===== src/rtl/ffpmac_wb_ctrl.sv =====
// Wishbone-classic register front end for an FFPMAC: operand registers, latency FSM and result FIFO.
// Define FFPMAC_CTRL_IRQ_EN to build the registered result-available interrupt; otherwise irq is tied 0.
module ffpmac_wb_ctrl #(
    parameter int FIFO_DEPTH = 4
) (
    input  logic        clk,
    input  logic        rst_n,
    input  logic        wbs_stb_i,
    input  logic        wbs_cyc_i,
    input  logic        wbs_we_i,
    input  logic [31:0] wbs_adr_i,
    input  logic [31:0] wbs_dat_i,
    output logic        wbs_ack_o,
    output logic [31:0] wbs_dat_o,
    output logic [15:0] mac_a,
    output logic [15:0] mac_b,
    output logic [31:0] mac_c,
    output logic [1:0]  mac_rnd,
    input  logic [31:0] mac_result,
    output logic        irq
);
    localparam int AW = $clog2(FIFO_DEPTH);
    localparam logic [AW:0]   CNT_FULL = (AW+1)'(FIFO_DEPTH);
    localparam logic [AW:0]   CNT_ONE  = (AW+1)'(1);
    localparam logic [AW-1:0] PTR_ONE  = AW'(1);

    localparam logic [2:0] IDX_OPAB   = 3'd0;
    localparam logic [2:0] IDX_OPC    = 3'd1;
    localparam logic [2:0] IDX_CTRL   = 3'd2;
    localparam logic [2:0] IDX_STATUS = 3'd3;
    localparam logic [2:0] IDX_RESULT = 3'd4;

    typedef enum logic [1:0] {
        ST_IDLE,
        ST_WAIT,
        ST_CAPTURE
    } state_t;

    state_t        state_q;
    logic [3:0]    cnt_q;
    logic [15:0]   a_q, b_q;
    logic [31:0]   c_q;
    logic [1:0]    rnd_q;
    logic [3:0]    lat_q;
    logic          ovf_q, busy_err_q;
    logic          ack_q;
    logic [31:0]   dat_q;
    logic [31:0]   fifo_q [FIFO_DEPTH];
    logic [AW-1:0] wr_ptr_q, rd_ptr_q;
    logic [AW:0]   count_q;

    logic        access, wr_en, rd_en, busy;
    logic        fifo_empty, fifo_full, pop, push, push_ok;
    logic [2:0]  idx;
    logic [31:0] status, rd_data;
    logic        unused_adr;

    assign access     = wbs_stb_i & wbs_cyc_i & ~ack_q;
    assign wr_en      = access & wbs_we_i;
    assign rd_en      = access & ~wbs_we_i;
    assign idx        = wbs_adr_i[4:2];
    assign busy       = (state_q != ST_IDLE);
    assign fifo_empty = (count_q == '0);
    assign fifo_full  = (count_q == CNT_FULL);
    assign pop        = rd_en & (idx == IDX_RESULT) & ~fifo_empty;
    assign push       = (state_q == ST_CAPTURE);
    // A same-edge pop frees a slot, so a push into a full FIFO still lands.
    assign push_ok    = push & (~fifo_full | pop);
    assign status     = {23'd0, 4'(count_q), busy_err_q, ovf_q, fifo_full, fifo_empty, busy};
    assign unused_adr = &{1'b0, wbs_adr_i[31:5], wbs_adr_i[1:0]};

    assign wbs_ack_o = ack_q;
    assign wbs_dat_o = dat_q;
    assign mac_a     = a_q;
    assign mac_b     = b_q;
    assign mac_c     = c_q;
    assign mac_rnd   = rnd_q;

    // NOTE: assigning a default before the case keeps this block purely combinational (no latch).
    always_comb begin
        rd_data = '0;
        case (idx)
            IDX_OPAB:   rd_data = {b_q, a_q};
            IDX_OPC:    rd_data = c_q;
            IDX_CTRL:   rd_data = {24'd0, lat_q, 1'b0, rnd_q, 1'b0};
            IDX_STATUS: rd_data = status;
            IDX_RESULT: rd_data = fifo_empty ? 32'd0 : fifo_q[rd_ptr_q];
            default:    rd_data = '0;
        endcase
    end

    // NOTE: non-blocking assignments make every register below see only pre-edge values.
    always_ff @(posedge clk or negedge rst_n) begin
        if (!rst_n) begin
            state_q    <= ST_IDLE;
            cnt_q      <= '0;
            a_q        <= '0;
            b_q        <= '0;
            c_q        <= '0;
            rnd_q      <= '0;
            lat_q      <= '0;
            ovf_q      <= 1'b0;
            busy_err_q <= 1'b0;
            ack_q      <= 1'b0;
            dat_q      <= '0;
            wr_ptr_q   <= '0;
            rd_ptr_q   <= '0;
            count_q    <= '0;
        end else begin
            ack_q <= access;
            dat_q <= rd_en ? rd_data : 32'd0;

            if (wr_en && idx == IDX_STATUS) begin
                if (wbs_dat_i[3]) ovf_q <= 1'b0;
                if (wbs_dat_i[4]) busy_err_q <= 1'b0;
            end
            // Placed after the clear so a same-edge set wins.
            if (push && !push_ok) ovf_q <= 1'b1;
            if (wr_en && busy && idx <= IDX_CTRL) busy_err_q <= 1'b1;

            case (state_q)
                ST_IDLE: begin
                    if (wr_en) begin
                        case (idx)
                            IDX_OPAB: begin
                                a_q <= wbs_dat_i[15:0];
                                b_q <= wbs_dat_i[31:16];
                            end
                            IDX_OPC: c_q <= wbs_dat_i;
                            IDX_CTRL: begin
                                rnd_q <= wbs_dat_i[2:1];
                                lat_q <= wbs_dat_i[7:4];
                                if (wbs_dat_i[0]) begin
                                    state_q <= ST_WAIT;
                                    cnt_q   <= (wbs_dat_i[7:4] == 4'd0) ? 4'd1 : wbs_dat_i[7:4];
                                end
                            end
                            default: ;
                        endcase
                    end
                end
                ST_WAIT: begin
                    cnt_q <= cnt_q - 4'd1;
                    if (cnt_q == 4'd1) state_q <= ST_CAPTURE;
                end
                ST_CAPTURE: state_q <= ST_IDLE;
                default:    state_q <= ST_IDLE;
            endcase

            if (pop)     rd_ptr_q <= rd_ptr_q + PTR_ONE;
            if (push_ok) wr_ptr_q <= wr_ptr_q + PTR_ONE;
            case ({push_ok, pop})
                2'b10:   count_q <= count_q + CNT_ONE;
                2'b01:   count_q <= count_q - CNT_ONE;
                default: ;
            endcase
        end
    end

    // NOTE: the storage array has no reset; count and pointers alone define which entries are valid.
    always_ff @(posedge clk) begin
        if (push_ok) fifo_q[wr_ptr_q] <= mac_result;
    end

`ifdef FFPMAC_CTRL_IRQ_EN
    logic irq_q;
    always_ff @(posedge clk or negedge rst_n) begin
        if (!rst_n) irq_q <= 1'b0;
        else        irq_q <= ~fifo_empty | ovf_q;
    end
    assign irq = irq_q;
`else
    assign irq = 1'b0;
`endif

endmodule

===== config.mk =====
export PLATFORM = sky130hd
export DESIGN_NAME = ffpmac_wb_ctrl
export DESIGN_NICKNAME = d
export VERILOG_FILES = /design/src/rtl/ffpmac_wb_ctrl.sv
export SDC_FILE = /design/constraint.sdc
export NUM_CORES = 1
export LEC_CHECK = 0
export ABC_AREA = 1
export CAP_MARGIN = 10
export CORE_ASPECT_RATIO = 1.5
export CORE_MARGIN = 2
export CORE_UTILIZATION = 50
export DETAILED_ROUTE_END_ITERATION = 7
export PLACE_DENSITY = 0.78
export SKIP_LAST_GASP = 1
export SYNTH_ARGS = -nofsm -noshare
export SYNTH_HDL_FRONTEND = slang
export SYNTH_SLANG_ARGS = --single-unit

===== constraint.sdc =====
create_clock -name clk -period 4.35 [get_ports clk]
set_clock_uncertainty 0.2 [all_clocks]
set_input_delay 0.87 -clock clk [delete_from_list [all_inputs] [get_ports clk]]
set_output_delay 0.87 -clock clk [all_outputs]
set_load 0.02 [all_outputs]

### Word level (Yosys, flattened, before mapping)

Memory sizes are Yosys's and may differ from the RTL's.
Index checks and enable logic that the tools add are counted.

* reduce and logical (&&, ||, !) cells: 23
* mux-type cells: 22
* equality and inequality tests: 14
* divide/modulo/power cells: 0
* shift operators: 0
* order comparisons: 1
* add/sub/neg operators: 5
* bitwise logic cells: 12
* multiply operators: 0

Operators by type and width (count)
* case mux 32 bit (5 select lines): 1
* 2-to-1 mux 32 bit: 2
* 2-to-1 mux 4 bit: 4
* nonzero test 2 bit: 7
* AND reduction 3 bit: 3
* 2-to-1 mux 1 bit: 8
* 2-to-1 mux 2 bit: 4
* case mux 4 bit (2 select lines): 1
* AND reduction 4 bit: 2
* bitwise AND 1 bit: 7
* == test 3 x 2 -> 1 bit, second input constant: 2
* == test 3 bit, second input constant: 2
* zero test 3 bit: 2
* inequality test 2 bit, second input constant: 3
* case mux 3 bit (2 select lines): 1
* adder 2 x 1 -> 2 bit, second input constant: 2
* == test 2 x 1 -> 1 bit, second input constant: 2
* == test 2 bit, second input constant: 2
* == test 4 x 1 -> 1 bit, second input constant: 1
* logical AND 1 bit: 4
* zero test 4 bit: 1
* inverter 1 bit: 4
* case mux 2 bit (2 select lines): 1
* AND reduction 2 bit: 2
* 9 further kinds: 9

* bits in read-only memories: 0
* bits in writable memories: 128
* output and inout bits: 100
* logic and storage cells: 92
* memories: 1
* latch bits: 0
* register bits: 118
* bits of input ports: 101

Memories
* fifo_q: words 4, bits a word 32, read ports 1, clocked after Yosys merged registers in 0, wr ports 1, RTL line 48 `logic [31:0] fifo_q [FIFO_DEPTH];`

### Logic depth before layout (Yosys ltp)

* word-level depth: 11
* depth in mapped cells: 12
* gate-level depth less buffers: 12

### Worst setup path before layout

No wires, ideal clock.

* path kind: input -> register
* start point: in wbs_stb_i
* end point: mem fifo_q[0][0] (enable)
* stages: 6
* arrival time: 2.904 ns
* setup slack: 0.825 ns
* setup time: 0.421 ns
* data required time: 3.729 ns
* path buffers: 0
* cells stage by stage: nand2_1 -> nor2_2 -> nand2_1 -> nor2_8 -> o21ai_4 -> nor2_1

* cells in the longest elaborated chain, start to end: 9

RTL lines
* start: declaration: RTL line 8 `input logic wbs_stb_i,`
* bitwise AND 1 bit (2 in a row): RTL line 58 `assign access = wbs_stb_i & wbs_cyc_i & ~ack_q;`
* named net access: RTL line 52 `logic access, wr_en, rd_en, busy;`
* bitwise AND 1 bit: RTL line 60 `assign rd_en = access & ~wbs_we_i;`
* bitwise AND 1 bit (2 in a row): RTL line 65 `assign pop = rd_en & (idx == IDX_RESULT) & ~fifo_empty;`
* bitwise OR 1 bit: RTL line 68 `assign push_ok = push & (~fifo_full | pop);`
* bitwise AND 1 bit: RTL line 68
* 2-to-1 mux 1 bit: RTL line 162 `if (push_ok) fifo_q[wr_ptr_q] <= mac_result;`
* 2-to-1 mux 1 bit (not written as such): RTL line 162
* end: declaration: RTL line 48

The timed path passes the listed nets, and every way through them passes these cells.

### Worst setup path in the final report

* start point: in wbs_adr_i[4]
* end point: mem fifo_q[0][24] (enable)

* cells in the longest elaborated chain, start to end: 7

RTL lines
* start: declaration: RTL line 11 `input logic [31:0] wbs_adr_i,`
* == test 3 bit: RTL line 65
* bitwise AND 1 bit (2 in a row): RTL line 65
* bitwise OR 1 bit: RTL line 68
* bitwise AND 1 bit: RTL line 68
* 2-to-1 mux 1 bit: RTL line 162
* 2-to-1 mux 1 bit (not written as such): RTL line 162

No other way between the ends.

==> flow_summary.toml <==
[run_status]
status = "completed"

[cts]
clock_sinks = 246
cts_tree = "done"
cts-buffers-inserted = 21
cts_max_path_buffers = 3
ctsResizeCount = 0
post_cts_buffers = 0
clkTransAtPathRegs_ps = 70
hold_buffers = 0
cts_htree_levels = 1
root_buffer = "clkbuf_16"
clkLatencyLatePin_ps = 500

[worst_setup_path]
r2r_end = "fifo_q[0][24]"
path_max_fanout = 27
cpMaxStageDelayCell = "clkdlybuf4s50_1"
critical_path.cell_chain = "clkdlybuf4s50_1, inv_2, nor2_4, nand2_4, nor2_8, o21ai_4, nor2_4, buf_4"
cp-endpoint = "fifo_q[0][24]"
max_stage_delay_ps = 630
rrSetupSlack_ps = 2070
cpMostUsedCell = "nor2_4"
startpoint = "wbs_adr_i[4]"
r2r_cells = 6
cp-end-kind = "flop"
path_class = "in -> reg"
reg2reg_from = "wbs_ack_o"
worstPathRequired_ps = 4290
start_kind = "primary input"
worstPathArrival_ps = 2740

[pwr]
p_leak_nw = 4.92
comb_power_share = 0.268
power_frac_clock = 0.274
ir_drop_mv = 0.321
power_switching_mw = 2.06
seqPwrFrac = 0.458
swShare = 0.318
powerDensity_nw_per_um2 = 515
power.internal_mw = 4.42

[detailed_routing]
via_per_inst = 5.27
avgRoutedWirePerCell_microns = 16.6
vias = 7199
drt_iter0_drc = 742
first_pass_iters = 5
ant_nets = 0
route.detailed.drc = 0
wl_mm = 22.7

[placed_design]
hpwl_mm = 15.0
numPortBuffers = 170
dpl-instance-area_sq_um = 11900
gp_congestion = 0.843

[synthesis]
synth_top_cell_area_share = 0.384
synth_seq_cells = 246
netlist_area_sq_um = 10000
yosysSeqAreaShare = 0.679
async_flop_share = 0.480
synthTopCellsByCount = "nand2_1 (204), edfxtp_1 (128), dfrtp_1 (118), nor2_1 (109), o21ai_0 (95)"
yosysWarnings = 0
syn_nets = 1041
ys_top_cells_by_area = "edfxtp_1 (38%), dfrtp_1 (30%), nand2_1 (7.7%)"
postSynthCellCount = 933
synth-edff-count = 128
synth.avg_cell_area_sq_um = 10.7
synth.distinct_cells = 34
synth_most_common_cell = "nand2_1"
synth.largest_area_cell = "edfxtp_1"
ys.flop_type = "edfxtp_1"

[floorplanning]
rows = 63
die-area_sq_um = 21200
dieHeight_microns = 177
start_util = 0.508
core_sq_um = 19700
die_w_microns = 120
boundaryPins = 201

[timing]
relSlewSlack = 0.311
clock.fmax_ghz = 0.357
fin_crit_ps = 2800
finalHoldViolCount = 0
drv_slew = 0
rsz0062_at_grt = "no"
fin_tns_setup_ps = 0
worst_pin_slew_ps = 1030
setup_viol = 0
period_share = 0.643

[job]
maxCapViolations = 0

[global_routing]
grt_pass1_wl_mm = 35.8
overflow = 0
grt_pass1_vias = 6940
grt_max_degree = 77
antenna_found_initial = 1
grtUsageTotal = 0.214

[layout]
syn2layout_area_growth_pct = 25.5
drive_gt1_frac = 0.0624
nFillCells = 1544
final_nets = 1199
final_area_sq_um = 12600
fin_util = 0.637

[hold_path]
hp-class = "reg -> reg"
==> worst min-delay path by stage <==
stage / cells after the start / startpoint / slack [ps] / to
finish: 1 / wbs_ack_o / 290 / wbs_ack_o
global route: 2 / count_q[2] / 320 / count_q[2]
detailed placement: 1 / wbs_ack_o / 280 / wbs_ack_o
floorplan: 2 / lat_q[0] / 260 / lat_q[0]
global placement: 2 / lat_q[0] / 270 / lat_q[0]
CTS: 1 / wbs_ack_o / 290 / wbs_ack_o
==> routing by layer <==
metal  share of wire  vias to the layer above  GRT usage
met5               0                        -          0
met3           0.064                       46     0.0335
met4           0.030                        0     0.0750
met2            0.49                      255      0.361
li1                -                     3446          -
met1            0.41                     3452      0.283
==> logic make-up (layout without fill, tap and decap cells) <==
group	count (synthesis)	after routing	synth area share
AND/OR/NAND/NOR	343	343	0.142
adder cells (fa/ha/maj)	7	7	0.00950
AO/OA/AOI/OAI	220	220	0.116
other	1	2	0.000375
XOR/XNOR	3	3	0.00263
flip-flops	246	246	0.679
buffers and inverters	113	285	0.0505
==> worst max-delay path: cells and delay by family <==
| kind | cells | cell delay (ps) |
|---|---|---|
| buffers and inverters | 3 | 1130 |
| AOI/OAI and AO/OA | 1 | 140 |
| and+or+nand+nor | 4 | 590 |
==> per-stage QoR <==
stage,setup WS [ps],power (mW),instances,hold WS [ps]
after floorplan,825,4.09,933,259
after global placement,1040,4.68,1328,274
after detailed placement,1020,4.74,1328,277
after CTS,1530,6.52,1365,288
after global routing,1430,6.83,1366,315
final,1550,6.47,1366,290
==> cell type report <==
cell class	count	area, sq um	share of cell area
Antenna cell	1	2.50	0.000199
Clock buffer	30	589	0.0469
Clock inverter	7	62.6	0.00498
Inverter	67	253	0.0201
Multi-Input combinational cell	574	2740	0.218
Sequential cell	246	6800	0.541
Tap cell	260	325	0.0259
Timing Repair Buffer	181	1790	0.143
==> power groups by stage <==
stage	clock network [mW]	logic (mW)	registers, mW
floorplan	0	0.987	3.11
detailed placement	0	1.73	3.01
global placement	0	1.68	3.00
global route	1.90	1.94	3.00
finish	1.77	1.74	2.96
CTS	1.81	1.75	2.96
==> layout by cell type (no fill, tap or decap), types with 2 or more instances in the layout <==
cell and count:
nand2_1 204, clkdlybuf4s50_1 169, edfxtp_1 128, dfrtp_1 117
nor2_1 105, o21ai_0 95, o21ai_1 80, inv_1 60
a31oi_1 27, clkbuf_16 21, nand3_1 12, buf_4 11
a21oi_1 9, o22ai_1 7, nor2_4 6, ha_1 6
clkbuf_1 6, inv_2 5, nand2_2 3, clkinv_2 3
nor3_1 3, xor2_1 3, clkbuf_8 3, nor2_2 2
nand2_4 2, nor2_8 2, clkinv_1 2, nand3_4 2
clkinvlp_2 2
==> flip-flops by register name (all words and copies together), names as in the netlist, 3 cells and up <==
register and count:
mac_a 16, lat_q 4, mac_b 16, wbs_dat_o 32, cnt_q 4, count_q 3
fifo_q 128, mac_c 32
Power figures use the tool's default switching activity.
